## config.mk

```make
export PLATFORM = sky130hd
export DESIGN_NAME = pec_ctrl
export DESIGN_NICKNAME = d
export VERILOG_FILES = /design/src/rtl/pec_ctrl.sv
export SDC_FILE = /design/constraint.sdc
export NUM_CORES = 1
export LEC_CHECK = 0
export ABC_AREA = 1
export CAP_MARGIN = 40
export CELL_PAD_IN_SITES_DETAIL_PLACEMENT = 1
export CELL_PAD_IN_SITES_GLOBAL_PLACEMENT = 1
export CORE_AREA = 2 2 247 249
export DETAILED_ROUTE_END_ITERATION = 10
export DIE_AREA = 0 0 249 251
export GPL_TIMING_DRIVEN = 0
export PLACE_DENSITY_LB_ADDON = 0.3
export SYNTH_ARGS = -nofsm -noshare
export SYNTH_HDL_FRONTEND = slang
export SYNTH_SLANG_ARGS = --single-unit
export TNS_END_PERCENT = 5
```

## constraint.sdc

```tcl
create_clock -name clk -period 2.8 [get_ports clk]
set_input_delay 0.28 -clock clk [delete_from_list [all_inputs] [get_ports clk]]
set_output_delay 0.28 -clock clk [all_outputs]
set_load 0.01 [all_outputs]
```

## src/rtl/pec_ctrl.sv

```systemverilog
// PE-cluster controller: sequences weight capture, activation hand-off, MAC start/finish
// and partial-sum SRAM read/write addressing for one PE in a chain.
module pec_ctrl #(
   parameter int DATA_WIDTH    = 8,
   parameter int CHANNEL_DEPTH = 32,
   parameter int KERNEL        = 3,
   parameter int PSUM_DEPTH    = 16,
   localparam int NUM_MAC      = KERNEL * KERNEL,
   localparam int AW           = $clog2(PSUM_DEPTH),
   localparam int KW           = $clog2(KERNEL) + 1
) (
   input  logic                                clk,
   input  logic                                rst_n,
   input  logic [KW-1:0]                       CfgKerRow,
   input  logic                                CfgFrtBlk,
   input  logic                                CfgLstPec,
   input  logic                                DISWEIPEC_RdyWei,
   output logic                                PECDISWEI_GetWei,
   input  logic                                LSTPEC_RdyAct,
   output logic                                LSTPEC_GetAct,
   input  logic                                LSTPEC_FrtActRow,
   input  logic                                LSTPEC_LstActRow,
   input  logic                                LSTPEC_LstActBlk,
   input  logic [CHANNEL_DEPTH-1:0]            PEBPEC_FlgAct,
   input  logic [DATA_WIDTH*CHANNEL_DEPTH-1:0] PEBPEC_Act,
   output logic                                NXTPEC_RdyAct,
   input  logic                                NXTPEC_GetAct,
   output logic                                NXTPEC_FrtActRow,
   output logic                                NXTPEC_LstActRow,
   output logic                                NXTPEC_LstActBlk,
   output logic [CHANNEL_DEPTH-1:0]            PECMAC_FlgAct,
   output logic [DATA_WIDTH*CHANNEL_DEPTH-1:0] PECMAC_Act,
   output logic                                PECMAC_Sta,
   output logic [NUM_MAC-1:0]                  PECMAC_En,
   input  logic [NUM_MAC-1:0]                  MACPEC_Fnh,
   output logic                                PECCNV_PlsAcc,
   output logic                                PECCNV_FnhRow,
   output logic                                PECCNV_ZeroPsum,
   output logic                                PECRAM_EnRd,
   output logic [AW-1:0]                       PECRAM_AddrRd,
   output logic                                PECRAM_EnWr,
   output logic [AW-1:0]                       PECRAM_AddrWr
);

   typedef enum logic [2:0] {IDLE, CFGWEI, CFGACT, COMP, WAITGET} stateType;

   stateType                        state;
   logic                            cfgFrtBlk;
   logic                            cfgLstPec;
   logic [NUM_MAC-1:0]              macEn;
   logic [DATA_WIDTH*CHANNEL_DEPTH-1:0] actReg;
   logic [CHANNEL_DEPTH-1:0]        flgReg;
   logic                            frtRow;
   logic                            lstRow;
   logic                            lstBlk;
   logic                            sta;
   logic                            plsAcc;
   logic                            fnhRow;
   logic                            enRd;
   logic                            enWr;
   logic [AW-1:0]                   addrRd;
   logic [AW-1:0]                   addrWr;
   logic                            nxtRdy;
   logic                            allFnh;

   // Rows beyond the active kernel height are masked off; zero selects the full kernel.
   function automatic logic [NUM_MAC-1:0] rowMask(input logic [KW-1:0] rows);
      logic [NUM_MAC-1:0] m;
      int n;
      n = (rows == '0) ? KERNEL : int'(rows);
      m = '0;
      for (int r = 0; r < KERNEL; r++)
         for (int c = 0; c < KERNEL; c++)
            if (r < n) m[r*KERNEL+c] = 1'b1;
      return m;
   endfunction

   function automatic logic [AW-1:0] nextAddr(input logic [AW-1:0] a);
      return (a == AW'(PSUM_DEPTH-1)) ? '0 : a + 1'b1;
   endfunction

   // Handshake acknowledges answer in the same cycle the request is seen.
   assign allFnh           = &(MACPEC_Fnh | ~macEn);
   assign PECDISWEI_GetWei = (state == CFGWEI) && DISWEIPEC_RdyWei;
   assign LSTPEC_GetAct    = (state == CFGACT) && LSTPEC_RdyAct;

   // Single sequencing block: state, latched config, held activation, pulses and addresses.
   always_ff @(posedge clk or negedge rst_n) begin
      if (!rst_n) begin
         state     <= IDLE;
         cfgFrtBlk <= 1'b0;
         cfgLstPec <= 1'b0;
         macEn     <= '0;
         actReg    <= '0;
         flgReg    <= '0;
         frtRow    <= 1'b0;
         lstRow    <= 1'b0;
         lstBlk    <= 1'b0;
         sta       <= 1'b0;
         plsAcc    <= 1'b0;
         fnhRow    <= 1'b0;
         enRd      <= 1'b0;
         enWr      <= 1'b0;
         addrRd    <= '0;
         addrWr    <= '0;
         nxtRdy    <= 1'b0;
      end else begin
         sta    <= 1'b0;
         plsAcc <= 1'b0;
         fnhRow <= 1'b0;
         enRd   <= 1'b0;
         enWr   <= 1'b0;

         // End of a channel block rewinds both psum pointers, overriding any increment.
         if (plsAcc && lstBlk) begin
            addrRd <= '0;
            addrWr <= '0;
         end else begin
            if (enRd) addrRd <= nextAddr(addrRd);
            if (enWr) addrWr <= nextAddr(addrWr);
         end

         case (state)
            IDLE: state <= CFGWEI;
            CFGWEI: begin
               if (DISWEIPEC_RdyWei) begin
                  cfgFrtBlk <= CfgFrtBlk;
                  cfgLstPec <= CfgLstPec;
                  macEn     <= rowMask(CfgKerRow);
                  state     <= CFGACT;
               end
            end
            CFGACT: begin
               if (LSTPEC_RdyAct) begin
                  actReg <= PEBPEC_Act;
                  flgReg <= PEBPEC_FlgAct;
                  frtRow <= LSTPEC_FrtActRow;
                  lstRow <= LSTPEC_LstActRow;
                  lstBlk <= LSTPEC_LstActBlk;
                  sta    <= 1'b1;
                  enRd   <= LSTPEC_FrtActRow && !cfgFrtBlk;
                  state  <= COMP;
               end
            end
            COMP: begin
               if (!sta && allFnh) begin
                  plsAcc <= 1'b1;
                  fnhRow <= lstRow;
                  enWr   <= lstRow;
                  nxtRdy <= 1'b1;
                  state  <= WAITGET;
               end
            end
            WAITGET: begin
               if (NXTPEC_GetAct || cfgLstPec) begin
                  nxtRdy <= 1'b0;
                  state  <= lstBlk ? IDLE : CFGACT;
               end
            end
            default: state <= IDLE;
         endcase
      end
   end

   assign NXTPEC_RdyAct    = nxtRdy;
   assign NXTPEC_FrtActRow = frtRow;
   assign NXTPEC_LstActRow = lstRow;
   assign NXTPEC_LstActBlk = lstBlk;
   assign PECMAC_FlgAct    = flgReg;
   assign PECMAC_Act       = actReg;
   assign PECMAC_Sta       = sta;
   assign PECMAC_En        = macEn;
   assign PECCNV_PlsAcc    = plsAcc;
   assign PECCNV_FnhRow    = fnhRow;
   assign PECCNV_ZeroPsum  = cfgFrtBlk;
   assign PECRAM_EnRd      = enRd;
   assign PECRAM_AddrRd    = addrRd;
   assign PECRAM_EnWr      = enWr;
   assign PECRAM_AddrWr    = addrWr;

endmodule

```

==> results.cfg <==
[clock_tree]
clockRootBuffer = clkbuf_16
cts_resized = 0
insertion_delay_ns = 0.54
htree_levels = 2
cts_buffers = 39
clock_sinks = 312
cts_buffer_depth = 3
cts.clk_slew.worst_paths_ns = 0.06
cts_tree = done

[synth]
yosysUniqueCellTypes = 26
synth-simple-area-share = 0.0260
synth_top_family_by_area = multiplexers
syn_area_mm2 = 0.0129
synth_fa_ha_area_frac = 0.00194
ys_seq_area_frac = 0.604
avgSynthCellArea_um2 = 17.4
synth_xor_area_frac = 0.00136
syn_inst = 744
ys_ff_latch = 312
syn_nets = 1056
yosysWarnings = 0
yosys-mux-area-fraction = 0.309
synth_compound_area_frac = 0.00668

[power]
p_leak_uw = 0.00909
netSwitchingFraction = 0.302
p_per_area_mw_per_mm2 = 1140
p_clk_frac = 0.195
p_seq_frac = 0.332
ir_drop_v = 0.000504
power.switching_uw = 7390
combinationalPowerShare = 0.473
internal_power_uw = 17100

[route]
vias = 8822
drcViolationCount = 0
finalWirelength_um = 45000
post_drt_wl_per_cell_um = 20.2
final_antenna_net_count = 0
avgViaCountPerCell = 3.96
met3_length_um = 4220
wl_met1_um = 16700
dr.pass1.iters = 4
top_layer = met5
drt-initial-drc-count = 237
met2_length_um = 22900

[die]
core_mm2 = 0.0598
dieArea_mm2 = 0.0625
fp.dieH_um = 251
die_w_um = 249
ios = 627
start_util = 0.216
rows = 90

[setup_path]
reg2reg_slack_ns = 0.88
r2r-start = state[0]$_DFFE_PN0P_
required_ns = 2.52
worstSetupStartpoint = state[0]$_DFFE_PN0P_
critPathKind = reg -> out
worstRegToRegCells = 7
crit_arrival_ns = 2.29
cp_max_fo = 11
worstSetupEndpointType = output pin
worstSetupStartpointType = flip-flop
r2r_end = PECMAC_Act[80]$_DFFE_PN0P_

[sta]
worst-slew-pin-transition_ns = 0.661
slew_headroom = 0.559
setup_violations = 0
fin_skew_ns = 0.0153
period_minus_slack_ns = 2.57
finalMaxSlewViolations = 0
hold_viol_final = 0
rsz0062_at_grt = no
fmax_mhz = 389
fin_crit_sh = 0.919

[grt]
grt_max_degree = 108
grt_overflow = 0
grt_pass1_vias = 10200
groute.usage.overall = 0.142
grt_antenna_before_repair = 6
grt_pass1_wl_um = 67700

[layout]
layout.nets = 1728
drive_above_1_share = 0.266
post-route-cell-area_mm2 = 0.0215
mostFrequentLayoutCell = clkdlybuf4s50_1
area.growth.synth_to_final_pct = 66.1
final_cell_count_no_fill = 2227
final_cell_mix = clkdlybuf4s50_1, dfrtp_1, mux2_4
post-route-util = 0.359
fillCellCount = 6272

[placed_design]
dpl.cell_count = 2155
dpl-instance-area_mm2 = 0.0203
port_buffers = 626
gp_congestion = 0.767
dp_hpwl_um = 34100

[min_path]
hp-class = in -> async

[status]
status = finished clean

[job]
cap_violations = 0
## worst max path at each step
stage	cells past startpoint	endpoint
detailed placement	6	LSTPEC_GetAct
finish	6	LSTPEC_GetAct
global placement	1	PECMAC_Act[76]$_DFFE_PN0P_
global route	6	LSTPEC_GetAct
CTS	6	LSTPEC_GetAct
floorplan	6	PECMAC_Act[166]$_DFFE_PN0P_
## cells in the mapped netlist
master / count / area [um2]
a21oi_1: 2 / 10.0
buf_12: 22 / 440
buf_4: 10 / 75.1
buf_6: 7 / 78.8
clkbuf_1: 1 / 3.75
dfrtp_1: 312 / 7810
ha_1: 2 / 25.0
inv_1: 15 / 56.3
mux2_1: 3 / 33.8
mux2_2: 85 / 957
mux2_4: 200 / 3000
nand2_1: 32 / 120
nand2_4: 1 / 11.3
nand3_1: 20 / 100
nand3b_1: 1 / 7.51
nand4_1: 2 / 12.5
nor2_1: 6 / 22.5
nor2_4: 1 / 11.3
nor2_8: 1 / 20.0
nor3_1: 2 / 10.0
nor3b_1: 1 / 7.51
o211ai_1: 1 / 7.51
o21ai_0: 12 / 60.1
o32ai_1: 1 / 8.76
or2_2: 2 / 12.5
xor2_1: 2 / 17.5
## state kept, by name, indices dropped and copies added (netlist names)
register and cells:
NXTPEC_FrtActRow 1, NXTPEC_LstActBlk 1, NXTPEC_LstActRow 1, NXTPEC_RdyAct 1, PECCNV_PlsAcc 1, PECCNV_ZeroPsum 1, PECMAC_Act 256, PECMAC_En 3
PECMAC_FlgAct 32, PECMAC_Sta 1, PECRAM_AddrRd 4, PECRAM_AddrWr 4, PECRAM_EnRd 1, PECRAM_EnWr 1, cfgLstPec 1, state 3
## metrics by stage
stage	power (uW)	TNS (ns)	hold slack [ns]	setup WS, ns
2_1_floorplan	13400	0	-0.0156	1.27
3_3_place_gp	19700	-4102.56	0.465	-13.21
3_5_place_dp	19800	0	0.201	0.374
4_1_cts	24900	0	0.204	0.140
5_1_grt	25800	0	0.244	0.114
6_report	24500	0	0.238	0.227
## power groups by stage
stage	clock network, uW	registers [uW]	logic (uW)
2_1_floorplan	0	9030	4360
3_3_place_gp	0	8080	11600
3_5_place_dp	0	8140	11700
4_1_cts	5000	8140	11800
5_1_grt	5170	8440	12200
6_report	4780	8120	11600
## cell type report
| type | instances | area (um2) | area share |
|---|---|---|---|
| flip-flops and latches | 312 | 7810 | 0.364 |
| repair buffers | 631 | 6370 | 0.297 |
| multi-input cells | 377 | 4460 | 0.208 |
| clock buffers | 63 | 1170 | 0.0544 |
| well taps | 782 | 978 | 0.0456 |
| plain buffers | 40 | 598 | 0.0279 |
| inverters | 15 | 56.3 | 0.00262 |
| clock inverters | 3 | 15.0 | 0.000700 |
| diodes | 4 | 10.0 | 0.000466 |
## metal layers
layer	GRT usage	vias up
li1	-	3912
met1	0.154	4455
met2	0.250	379
met3	0.0591	72
met4	0.0495	4
met5	0	-
## logic make-up (layout without fill, tap and decap cells)
family | count (synthesis) | count (layout)
flops | 312 | 312
other cells | 0 | 4
compound gates | 16 | 16
xor+xnor | 2 | 2
buf+inv | 55 | 752
fa+ha+maj | 2 | 2
simple gates | 69 | 69
mux | 288 | 288
## worst max-delay path, cell delays in order (launching register included)
cell and delay (ns):
dfrtp_1 0.46, nor2_4 0.17, nand2_4 0.09, nor2_8 0.13, buf_6 0.20, buf_6 0.17
clkdlybuf4s50_1 0.54
## repair_timing
item | 4_1_cts | 5_1_grt
endpoints found under the hold margin | 39 | 0
setup buffers | 1 | 0
endpoints found under the setup margin | 1 | 0
hold buffers | 1 | 0
No activity file was read; power rests on OpenSTA's default activity.
